<file path="config.mk">
export PLATFORM = sky130hd
export DESIGN_NAME = key_schedule
export DESIGN_NICKNAME = d
export VERILOG_FILES = /design/src/rtl/key_schedule.sv
export SDC_FILE = /design/constraint.sdc
export NUM_CORES = 1
export LEC_CHECK = 0
export BUFFER_PORTS_ARGS = -buffer_cell sky130_fd_sc_hd__buf_2
export CORE_MARGIN = 5
export CORE_UTILIZATION = 50
export CTS_CLUSTER_SIZE = 8
export DETAILED_ROUTE_END_ITERATION = 10
export HOLD_SLACK_MARGIN = 0.1
export PLACE_DENSITY = 0.82
export SETUP_SLACK_MARGIN = 0.5
export SLEW_MARGIN = 0
export SYNTH_ARGS = -nofsm -noshare
export SYNTH_HDL_FRONTEND = slang
export SYNTH_SLANG_ARGS = --single-unit
</file>
<file path="constraint.sdc">
create_clock -name clock -period 3.2 [get_ports clock]
set_clock_uncertainty 0.1 [all_clocks]
set_input_delay 0.32 -clock clock [delete_from_list [all_inputs] [get_ports clock]]
set_output_delay 0.32 -clock clock [all_outputs]
set_load 0.01 [all_outputs]
</file>
<file path="src/rtl/key_schedule.sv">
// key_schedule: iterates a 16-bit round key ROUNDS times from a master key.
// Each step rotates left by 5, substitutes the top nibble through a 4-bit
// S-box and mixes the round index into the low nibble. Keys are handed to the
// downstream key-addition stage with a valid/ready handshake.
//
// Ports:
//   clock        in   rising-edge clock
//   reset        in   synchronous active-high reset
//   io_start     in   start a new schedule (accepted only in IDLE)
//   io_key       in   16-bit master key, captured with io_start
//   io_ready     in   downstream accepts the current round key
//   io_roundKey  out  current round key (key register)
//   io_round     out  index of the key on io_roundKey
//   io_valid     out  io_roundKey/io_round valid
//   io_done      out  final round key is being presented
//   io_busy      out  schedule in progress
module key_schedule #(
  parameter int unsigned ROUNDS = 10
) (
  input  logic        clock,
  input  logic        reset,
  input  logic        io_start,
  input  logic [15:0] io_key,
  input  logic        io_ready,
  output logic [15:0] io_roundKey,
  output logic [3:0]  io_round,
  output logic        io_valid,
  output logic        io_done,
  output logic        io_busy
);

  localparam int unsigned KW = 16;
  localparam int unsigned RW = 4;
  localparam logic [RW-1:0] LAST_ROUND = RW'(ROUNDS);

  typedef enum logic {
    IDLE = 1'b0,
    RUN  = 1'b1
  } state_e;

  state_e        state_q;
  logic [KW-1:0] key_q;
  logic [KW-1:0] key_d;
  logic [RW-1:0] round_q;
  logic [RW-1:0] round_d;
  logic          run;
  logic          last;
  logic          xfer;

  // 4-bit substitution box
  function automatic logic [3:0] sbox(input logic [3:0] x);
    logic [3:0] y;
    case (x)
      4'h0: y = 4'hC;
      4'h1: y = 4'h5;
      4'h2: y = 4'h6;
      4'h3: y = 4'hB;
      4'h4: y = 4'h9;
      4'h5: y = 4'h0;
      4'h6: y = 4'hA;
      4'h7: y = 4'hD;
      4'h8: y = 4'h3;
      4'h9: y = 4'hE;
      4'hA: y = 4'hF;
      4'hB: y = 4'h8;
      4'hC: y = 4'h4;
      4'hD: y = 4'h7;
      4'hE: y = 4'h1;
      default: y = 4'h2;
    endcase
    return y;
  endfunction

  // One key-update step: rotl 5, S-box on top nibble, round index into low nibble
  function automatic logic [KW-1:0] next_key(input logic [KW-1:0] k,
                                             input logic [RW-1:0] r);
    logic [KW-1:0] t;
    t        = {k[KW-6:0], k[KW-1:KW-5]};
    t[15:12] = sbox(t[15:12]);
    t[3:0]   = t[3:0] ^ r;
    return t;
  endfunction

  assign run  = (state_q == RUN);
  assign last = (round_q == LAST_ROUND);
  assign xfer = run & io_ready;

  // Candidate next round index and key, used only on a non-final transfer
  always_comb begin
    round_d = RW'(round_q + RW'(1));
    key_d   = next_key(key_q, round_d);
  end

  // Schedule FSM; key and round hold unless loaded or advanced
  always_ff @(posedge clock) begin
    if (reset) begin
      state_q <= IDLE;
      key_q   <= '0;
      round_q <= '0;
    end else begin
      case (state_q)
        IDLE: begin
          if (io_start) begin
            state_q <= RUN;
            key_q   <= io_key;
            round_q <= '0;
          end
        end
        RUN: begin
          if (xfer) begin
            if (last) begin
              state_q <= IDLE;
            end else begin
              key_q   <= key_d;
              round_q <= round_d;
            end
          end
        end
        default: state_q <= IDLE;
      endcase
    end
  end

  // Outputs decode registered state only
  assign io_roundKey = key_q;
  assign io_round    = round_q;
  assign io_valid    = run;
  assign io_busy     = run;
  assign io_done     = run & last;

endmodule

</file>
After elaboration in Yosys (flattened, before gate mapping) --
Memories as Yosys holds them, arrays and structs flattened. A register that Yosys moved wholly into a read port is not among the register bits. Index checks and enable logic that the tools add are counted.
Storage, ports and cells: memory bits (read-only) 64, output and inout bits 23, word-level logic and storage cells 28, memories 1, flip-flop bits (word level) 21
Memory list:
- (name not given) | depth 16, bits a word 4, rd ports 1, clocked after memory_dff 1, wr ports 0, RTL line 53 | case (x)
Cells by class: equality and inequality tests 4, muxes and demuxes 14, add/subtract/negate cells 1, reduce and logical (&&, ||, !) cells 1, bitwise operators 4
Operators by type and width (number):
- $mux W16 | 3
- $pmux W16 S2 | 1
- $mux W4 | 5
- $pmux W4 S2 | 1
- $add A4 B1 Y4 const B | 1
- $eq A4 B4 Y1 const B | 1
- $ne A2 B2 Y1 const B | 2
- $xor A4 B4 Y4 | 1
- $mux W1 | 3
- $reduce_and A3 Y1 | 1
- $and A1 B1 Y1 | 2
- $ne A2 B1 Y1 const B | 1
- $pmux W1 S2 | 1
- $not A1 Y1 | 1

Depth between registers and ports, before layout --
Gate-level depths: netlist of run 1.
word-level depth 7, depth in mapped cells 11, gate-level depth less buffers 10

Worst setup path before layout of run 1 --
Ideal clock, no wire load.
kind reg2reg, start register round_q[0], in the netlist io_round[0], end register key_d[12] (netlist name), buffers on the path 2, path slack 639 ps, data arrival time 2341 ps, cell stages (with the launch flop) 12, period minus slack after synthesis 2561 ps, path through dfxtp_1 inv_1 ha_1 and4b_2 nor2_2 buf_2 buf_2 a221oi_1 ha_1 nor2_1 mux2i_1 mux2_2
Between the ends: word-level cells in the longest chain between the ends 5
RTL lines:
- start: declaration | RTL line 44 | logic [RW-1:0] round_q;
- start signal: assignment | RTL line 115 | round_q <= round_d;
- $eq A4 B4 Y1 | RTL line 85 | assign last = (round_q == LAST_ROUND);
- $ne A2 B2 Y1 (no line)
- $reduce_and A3 Y1 (no line)
- $mux W4 (no line) (2 in a row)
No other way between the ends. A chain may end at the register's enable or synchronous reset.

Worst setup path after layout of run 1 --
start register round_q[0], in the netlist io_round[0], end register key_d[12] (netlist name)
Between the ends: word-level cells in the longest chain between the ends 5
RTL lines (RTL line):
- $eq A4 B4 Y1 | 85
- $ne A2 B2 Y1 (no line)
- $reduce_and A3 Y1 (no line)
- $mux W4 (no line) (2 in a row)
No other way between the ends.

==> flow_metrics.py, run 1 <==
metrics = {
    "outcome": {
        "status": "complete, no violations",
    },
    "floorplanning": {
        "die_x_um": 63.1,
        "core-area_mm2": 0.00273,
        "die-area_mm2": 0.00398,
        "rows": 19,
        "initial_utilization_pct": 51.6,
        "die_y_um": 63.1,
        "ioPinCount": 43,
    },
    "setup_path": {
        "crit_chain": "inv_1, ha_1, nand2_1, o211ai_1, a221o_1, ha_1, nor2_1, mux2i_1, mux2_2",
        "r2r_start": "io_round[0]",
        "crit_path_end_kind": "register",
        "cp.required_ps": 3320,
        "cp.depth": 9,
        "critPathTopFamily": "compound AO/OA/AOI/OAI gates",
        "startpoint": "io_round[0]",
        "path_buf_inv": 1,
        "r2r-end": "key_d[12]",
        "crit_fanout": 7,
        "r2r_slack_ps": 730,
        "path_common_cell": "ha_1",
        "max_stage_delay_ps": 500,
        "rr_worst_depth": 9,
        "endpoint": "key_d[12]",
        "arrival_ps": 2600,
        "critPathLaunchType": "register",
        "cp_slowest_cell": "a221o_1",
        "critical_path_class": "register to register",
    },
    "layout": {
        "final_common_cell": "buf_2",
        "drive_above_1_share_pct": 33.1,
        "fin_nets": 209,
        "insertedDiodeCount": 0,
        "n_fill_cell": 229,
        "regArea_um2": 503,
        "synthToLayoutAreaGrowth_pct": 15.4,
        "multi_input_area_um2": 795,
        "final_cell_mix": "buf_2 (42), mux2i_1 (25), nor2_1 (24)",
        "postLayoutCellArea_mm2": 0.00163,
    },
    "placed_design": {
        "io_buffers": 42,
        "dp_hpwl_um": 2460,
        "place_congestion": 0.773,
        "place_area_mm2": 0.00158,
    },
    "cts": {
        "cts_tree": "done",
        "holdBufCountCts": 0,
        "cts.sinks": 25,
        "path_clk_slew_ps": 130,
        "clock_path_buffers": 2,
        "clkLatencyLatePin_ps": 320,
        "cts_root_buffer": "clkbuf_4",
        "cts_buffers": 3,
        "htreeDepth": 1,
    },
    "detailed_routing": {
        "num_vias": 1160,
        "drcViolationCount": 0,
        "drtAntennaViolNets": 0,
        "via_per_inst": 5.47,
        "wl_um": 3170,
        "drt_iter0_drc": 67,
        "firstDrtPassIters": 4,
        "routedWlPerCell_um": 14.9,
    },
    "global_routing": {
        "grt.total_usage_pct": 16.4,
        "grt_pass1_vias": 1204,
        "antenna_found_initial": 0,
        "grt_max_degree": 24,
        "overflow": 0,
        "grt_pass1_wl_um": 5440,
    },
    "yosys": {
        "yosys.area.top_type_share_pct": 35.5,
        "synth_area_mm2": 0.00141,
        "yosys.area.top_type": "dfxtp_1",
        "synth_seq_cells": 25,
        "synthCells": 148,
        "avgSynthCellArea_um2": 9.53,
        "synthDistinctLibCells": 29,
        "syn-num-nets": 175,
        "yosysSeqAreaShare_pct": 35.5,
        "yosys_warnings": 0,
        "yosys-top-cells-area": "dfxtp_1 (35%), mux2i_1 (18%), a211oi_1 (6.9%)",
    },
    "sta": {
        "rsz0062_at_grt": "false",
        "fmaxAchievable_ghz": 0.404,
        "worst_pin_slew_ps": 601,
        "finalCritPeriodShare_pct": 77.3,
        "finalSetupTns_ps": 0,
        "slew_headroom_pct": 59.8,
        "post-route-min-period_ps": 2470,
        "setup_violations": 0,
        "slew_violations": 0,
        "finalHoldViolations": 0,
    },
    "pwr": {
        "ir_drop_mv": 0.250,
        "p_leak_uw": 0.000779,
        "p_total_uw": 700,
        "power_density_mw_per_mm2": 430,
    },
    "hold_path": {
        "hold_path_class": "input port to register",
    },
    "run": {
        "max-cap-violations": 0,
    },
}
[synthesized netlist by cell type (all sizes together)]
library cell and number:
nor2b 2, xor2 1, a221oi 4, a211oi 13, a21oi 4, o21ai 2
nor3b 1, ha 7, buf 14, o211ai 1, clkbuf 3, or3 1
and4b 1, inv 6, mux2 3, a211o 1, dfxtp 25, nor2 25
nand3 1, or2 1, a221o 1, mux2i 25, xnor2 5, nand2 1
[kinds of logic after synthesis]
logic type | Yosys count | synth area share (%)
simple gates | 33 | 10.6
mux | 28 | 20.4
compound gates | 26 | 14.6
flops | 25 | 35.5
buf+inv | 23 | 8.96
fa+ha+maj | 7 | 6.21
xor+xnor | 6 | 3.73
[power breakdown]
group	switching (µW)	internal (µW)	total, µW
clock network	93.4	46.8	140
registers	22.5	344	367
logic	102	91.2	193
[metrics by stage]
step / utilization, % / hold slack (ps) / setup WS [ps] / std cells
after detailed placement: 57.7 / 413 / 509 / 207
after CTS: 58.8 / 125 / 511 / 211
final: 59.5 / 122 / 725 / 212
after floorplan: - / 316 / 639 / 148
after global routing: 59.5 / 126 / 568 / 212
after global placement: 57.7 / 401 / 716 / 207
[layout make-up]
class / count / share of cell area [%]
Timing Repair Buffer: 46 / 14.8
Tap cell: 31 / 2.38
Clock buffer: 3 / 1.38
Multi-Input combinational cell: 100 / 48.8
Clock inverter: 1 / 0.308
Sequential cell: 25 / 30.9
Inverter: 6 / 1.38
[layer usage]
metal  global-route usage, %  share of wire (%)  vias up
met2                    28.6                 52       36
li1                        -                  -      577
met1                    19.8                 41      541
met3                    2.66                5.3        6
met5                       0                  0        -
met4                    6.90                1.7        0
[flip-flops by register name, summed over array words and instances (netlist names)]
register and flops:
key_d 4, io_busy 1, io_round 4, io_roundKey 16
[timing repair]
item,CTS,global route
pin swaps,0,1
setup buffers,0,1
gates resized for setup,1,3
endpoints found under the setup margin,1,4
[how the worst min path moves through the flow]
| stage | start | to | depth (start not counted) | slack (ps) |
|---|---|---|---|---|
| floorplan | io_ready | io_busy | 1 | 320 |
| global placement | io_roundKey[6] | io_roundKey[6] | 2 | 400 |
| detailed placement | io_roundKey[1] | io_roundKey[1] | 2 | 410 |
| CTS | io_ready | io_busy | 2 | 130 |
| global route | io_ready | io_busy | 2 | 130 |
| finish | io_ready | io_busy | 2 | 120 |
Note: power is estimated with default switching activity, not from simulation.
==> inputs of run 2 (changes only) <==
Clock period 3.2 ns to 2.4 ns, I/O delays scaled along.
==> run 2 against run 1 <==
Compared with the run above: register-to-register slack lost 520 ps; clock power grew 41%; setup slack lost 520 ps; critical path depth is the same; critical endpoint unchanged; largest cell class unchanged; combinational power grew 68%; highest routed layer unchanged; non-clock buffer count grew 19; sequential share of layout area shrank 3.8 points; via count grew 7.5%.
==> flow_metrics.py, run 2 (synthesis results as in run 1) <==
metrics = {
    "global_routing": {
        "grt.total_usage_pct": 18.9,
        "grt_max_degree": 24,
        "grt_pass1_vias": 1317,
        "grt_pass1_wl_um": 6150,
        "overflow": 0,
        "antenna_found_initial": 0,
    },
    "cts": {
        "htreeDepth": 1,
        "cts.sinks": 25,
        "cts_root_buffer": "clkbuf_4",
        "cts_tree": "done",
        "path_clk_slew_ps": 140,
        "clkLatencyLatePin_ps": 330,
        "cts_buffers": 3,
        "clock_path_buffers": 2,
    },
    "sta": {
        "whs_ps": 127,
        "setup_violations": 0,
        "fmaxAchievable_ghz": 0.455,
        "finalCritPeriodShare_pct": 91.6,
        "finalSetupTns_ps": 0,
        "slew_headroom_pct": 59.4,
        "worst_pin_slew_ps": 592,
        "slew_violations": 0,
        "finalHoldViolations": 0,
        "rsz0062_at_grt": "true",
        "post-route-min-period_ps": 2200,
    },
    "layout": {
        "largest_reg_flops": 16,
        "stdcell_count": 231,
        "final_cell_mix": "buf_2 (42), mux2i_1 (24), nor2_1 (23)",
        "synthToLayoutAreaGrowth_pct": 33.1,
        "final_common_cell": "buf_2",
        "n_fill_cell": 206,
        "drive_above_1_share_pct": 45.0,
        "fin_nets": 228,
        "insertedDiodeCount": 0,
    },
    "pwr": {
        "power_density_mw_per_mm2": 538,
        "p_leak_uw": 0.000891,
        "ir_drop_mv": 0.536,
    },
    "detailed_routing": {
        "via_per_inst": 5.40,
        "wl_um": 3760,
        "firstDrtPassIters": 4,
        "routedWlPerCell_um": 16.3,
        "num_vias": 1247,
        "drt_iter0_drc": 62,
        "drtAntennaViolNets": 0,
        "drcViolationCount": 0,
    },
    "setup_path": {
        "path_common_cell": "ha_4",
        "crit_chain": "inv_4, ha_4, and4b_2, nor2_4, a221o_2, ha_4, nor2_2, mux2i_1, mux2_2",
        "crit_fanout": 7,
        "critPathLaunchType": "register",
        "critical_path_class": "register to register",
        "max_stage_delay_ps": 460,
        "arrival_ps": 2340,
        "cp_slowest_cell": "a221o_2",
        "crit_path_end_kind": "register",
        "cp.required_ps": 2540,
    },
    "outcome": {
        "status": "complete, no violations",
    },
    "floorplanning": {
        "initial_utilization_pct": 51.6,
        "die-area_mm2": 0.00398,
        "die_x_um": 63.1,
        "rows": 19,
        "ioPinCount": 43,
        "die_y_um": 63.1,
        "core-area_mm2": 0.00273,
    },
    "run": {
        "max-cap-violations": 0,
    },
    "placed_design": {
        "place_congestion": 0.860,
        "dpl.cell_count": 211,
        "io_buffers": 42,
        "dp_hpwl_um": 2530,
    },
    "hold_path": {
        "hold_path_class": "input port to register",
    },
}
-- run 2: metal layers --
| metal | vias to the layer above | wire length [µm] | global-route usage (%) |
|---|---|---|---|
| met1 | 580 | 1490 | 22.1 |
| met3 | 9 | 226 | 4.97 |
| met2 | 42 | 1960 | 32.9 |
| li1 | 616 | - | - |
| met4 | 0 | 79 | 6.63 |
| met5 | - | 0 | 0 |
-- run 2: power by group --
group | internal, µW | switching, µW
combinational | 165 | 159
clock | 62.7 | 135
sequential | 457 | 29.7
total | 685 | 324
-- run 2: cell type report --
class / count / area, µm² / area share (%)
clock buffers: 3 / 22.5 / 1.20
multi-input cells: 100 / 883 / 47.1
well taps: 31 / 38.8 / 2.07
flip-flops and latches: 25 / 509 / 27.1
clock inverters: 1 / 5.00 / 0.267
inverters: 6 / 25.0 / 1.33
repair buffers: 65 / 393 / 20.9
-- run 2: final timing paths --
path | from | to | slack, ps | cells past startpoint
setup reg to reg | io_round[0] | key_d[12] | 200 | 9
hold reg to reg | io_roundKey[4] | io_roundKey[4] | 440 | 2
hold / removal | io_key[1] | io_roundKey[1] | 130 | 3
setup / recovery | io_round[0] | key_d[12] | 200 | 9
-- run 2: critical path: cells and delay by family, from the launching register on --
family,cells,cell delay (ps)
compound gates,1,460
fa+ha+maj,2,320
buf+inv,1,50
flops,1,380
mux,2,330
simple gates,3,450
-- run 2: stage by stage --
step / instance area, µm² / util [%] / setup slack [ps] / total power (µW)
2_1_floorplan: 1450 / - / 116 / 693
6_report: 1880 / 68.6 / 202 / 1010
3_5_place_dp: 1630 / 59.6 / 17.4 / 760
4_1_cts: 1850 / 67.6 / 225 / 1000
5_1_grt: 1880 / 68.6 / 130 / 1070
3_3_place_gp: 1630 / 59.6 / 174 / 746
-- run 2: what timing repair did --
| item | 4_1_cts | 5_1_grt |
|---|---|---|
| setup endpoints to repair | 7 | 6 |
| pin swaps | 9 | 6 |
| resized for setup | 20 | 2 |
| hold buffers | 1 | 0 |
| setup buffers | 13 | 2 |
| hold endpoints to repair | 1 | 0 |
==> inputs of run 3 (changes only) <==
Settings changed: CORE_MARGIN 5 to unset, CORE_UTILIZATION 50 to 53, CTS_BUF_LIST set to sky130_fd_sc_hd__clkbuf_8, PLACE_DENSITY 0.82 to 0.86.
==> run 3 against run 2 <==
Compared with the run above: cell count fell by 2.6%; non-clock buffer count fell by 5; clock power rose by 32%; via count rose by 0.80%; sequential power barely moved; hold slack improved by 40 ps; critical path depth rose by 1; core utilization rose by 6.2 points; flip-flop and latch count did not move; die area fell by 28%; first-iteration DRC count fell by 81%; routed wire length fell by 5.2%; critical path type unchanged; largest power group unchanged; highest routed layer unchanged.
==> flow_metrics.py, run 3 (synthesis results as in run 1) <==
metrics = {
    "sta": {
        "finalHoldViolations": 0,
        "setup_violations": 0,
        "slew_violations": 0,
        "rsz0062_at_grt": "true",
        "worst_pin_slew_ps": 573,
        "post-route-min-period_ps": 2230,
        "whs_ps": 167,
        "slew_headroom_pct": 61.8,
        "finalSetupTns_ps": 0,
        "finalCritPeriodShare_pct": 92.9,
        "fmaxAchievable_ghz": 0.449,
    },
    "global_routing": {
        "grt_pass1_wl_um": 5260,
        "grt.met1_usage_pct": 29.1,
        "grt_pass1_vias": 1166,
        "antenna_found_initial": 0,
        "met2_usage_pct": 47.9,
        "grt_max_degree": 24,
        "grt.total_usage_pct": 26.4,
        "overflow": 0,
        "top_usage_layer": "met2",
        "grtUsageMet3_pct": 3.67,
    },
    "setup_path": {
        "startpoint": "io_round[0]",
        "cp_slowest_cell": "a221o_2",
        "r2r_start": "io_round[0]",
        "critPathLaunchType": "register",
        "path_buf_inv": 2,
        "critical_path_class": "register to register",
        "path_common_cell": "ha_4",
        "arrival_ps": 2300,
        "crit_chain": "inv_2, ha_4, nand2_1, o211ai_1, buf_4, a221o_2, ha_4, nor2_4, mux2i_1, mux2_4",
        "crit_fanout": 5,
        "cp.required_ps": 2470,
        "crit_path_end_kind": "register",
        "max_stage_delay_ps": 420,
        "critPathTopFamily": "compound AO/OA/AOI/OAI gates",
    },
    "cts": {
        "htreeDepth": 1,
        "cts.sinks": 25,
        "path_clk_slew_ps": 90,
        "clock_path_buffers": 2,
        "cts_buffers": 3,
        "cts_root_buffer": "clkbuf_8",
        "clkLatencyLatePin_ps": 270,
        "cts_tree": "done",
    },
    "floorplanning": {
        "core-area_mm2": 0.00250,
        "die_x_um": 53.6,
        "ioPinCount": 43,
        "die_y_um": 53.6,
        "rows": 18,
        "die-area_mm2": 0.00287,
        "initial_utilization_pct": 56.4,
    },
    "placed_design": {
        "io_buffers": 42,
        "place_congestion": 0.883,
        "dp_hpwl_um": 2400,
    },
    "detailed_routing": {
        "via_per_inst": 5.59,
        "drtAntennaViolNets": 0,
        "num_vias": 1257,
        "routedWlPerCell_um": 15.8,
        "firstDrtPassIters": 4,
        "drt_iter0_drc": 12,
        "drcViolationCount": 0,
        "wl_um": 3560,
    },
    "pwr": {
        "power_density_mw_per_mm2": 576,
        "p_leak_uw": 0.000880,
        "ir_drop_mv": 0.528,
    },
    "hold_path": {
        "holdCritStartpoint": "io_start",
        "hold_path_class": "input port to register",
    },
    "layout": {
        "drive_above_1_share_pct": 43.1,
        "insertedDiodeCount": 0,
        "final_common_cell": "buf_2",
        "fin_nets": 223,
        "final_cell_mix": "buf_2 (42), nor2_1 (23), mux2i_1 (23)",
        "largest_reg_flops": 16,
        "synthToLayoutAreaGrowth_pct": 32.7,
    },
    "run": {
        "max-cap-violations": 0,
    },
    "outcome": {
        "status": "complete, no violations",
    },
}
==> run 3: cell count changes in the layout (fill, tap and decap cells not counted), moves of 2 or more <==
| cell | previous run | this run |
|---|---|---|
| buf_4 | 20 | 15 |
| clkbuf_4 | 3 | 0 |
| clkbuf_8 | 0 | 3 |
| inv_1 | 3 | 5 |
==> run 3: worst paths after layout <==
check	to	slack (ps)	cells past startpoint
worst max-delay path	key_d[12]	170	10
worst min-delay path	io_busy	170	3
worst max register to register	key_d[12]	170	10
worst min register to register	io_roundKey[0]	420	2
==> run 3: final cells by class <==
type / instances / area (µm²)
multi-input cells: 100 / 892
fillers: 175 / 629
flip-flops and latches: 25 / 509
repair buffers: 60 / 364
clock buffers: 3 / 41.3
well taps: 30 / 37.5
inverters: 6 / 22.5
clock inverters: 1 / 3.75
==> run 3: what timing repair did <==
item / in CTS / in global routing
pin swaps: 8 / 1
endpoints found under the hold margin: 1 / 0
gates resized for setup: 19 / 5
setup buffers: 10 / 1
hold buffers: 1 / 0
setup endpoints to repair: 6 / 6
==> run 3: stage by stage <==
| step | setup slack, ps | total power, µW | std cells | instance area [µm²] | util (%) |
|---|---|---|---|---|---|
| after detailed placement | 0.374 | 760 | 209 | 1620 | 64.9 |
| after floorplan | 116 | 693 | 148 | 1450 | - |
| after CTS | 208 | 1050 | 224 | 1840 | 73.5 |
| final | 171 | 1080 | 225 | 1870 | 74.8 |
| after global routing | 111 | 1120 | 225 | 1870 | 74.8 |
| after global placement | 176 | 743 | 209 | 1620 | 64.9 |
==> run 3: routing by layer <==
layer / vias to the layer above / routed length [µm]
met5: - / 0
met4: 0 / 129
met3: 15 / 150
met2: 48 / 1840
met1: 586 / 1440
li1: 608 / -
==> run 3: worst min-delay path: cells and delay by family <==
kind | cells | cell delay [ps]
buf+inv | 1 | 130
simple gates | 1 | 90
compound gates | 1 | 50
==> run 3: report_power, final <==
group          switching, µW  total (µW)  internal, µW
sequential              30.0         487           457
combinational            163         330           167
clock                    146         261           115
total                    339        1080           740
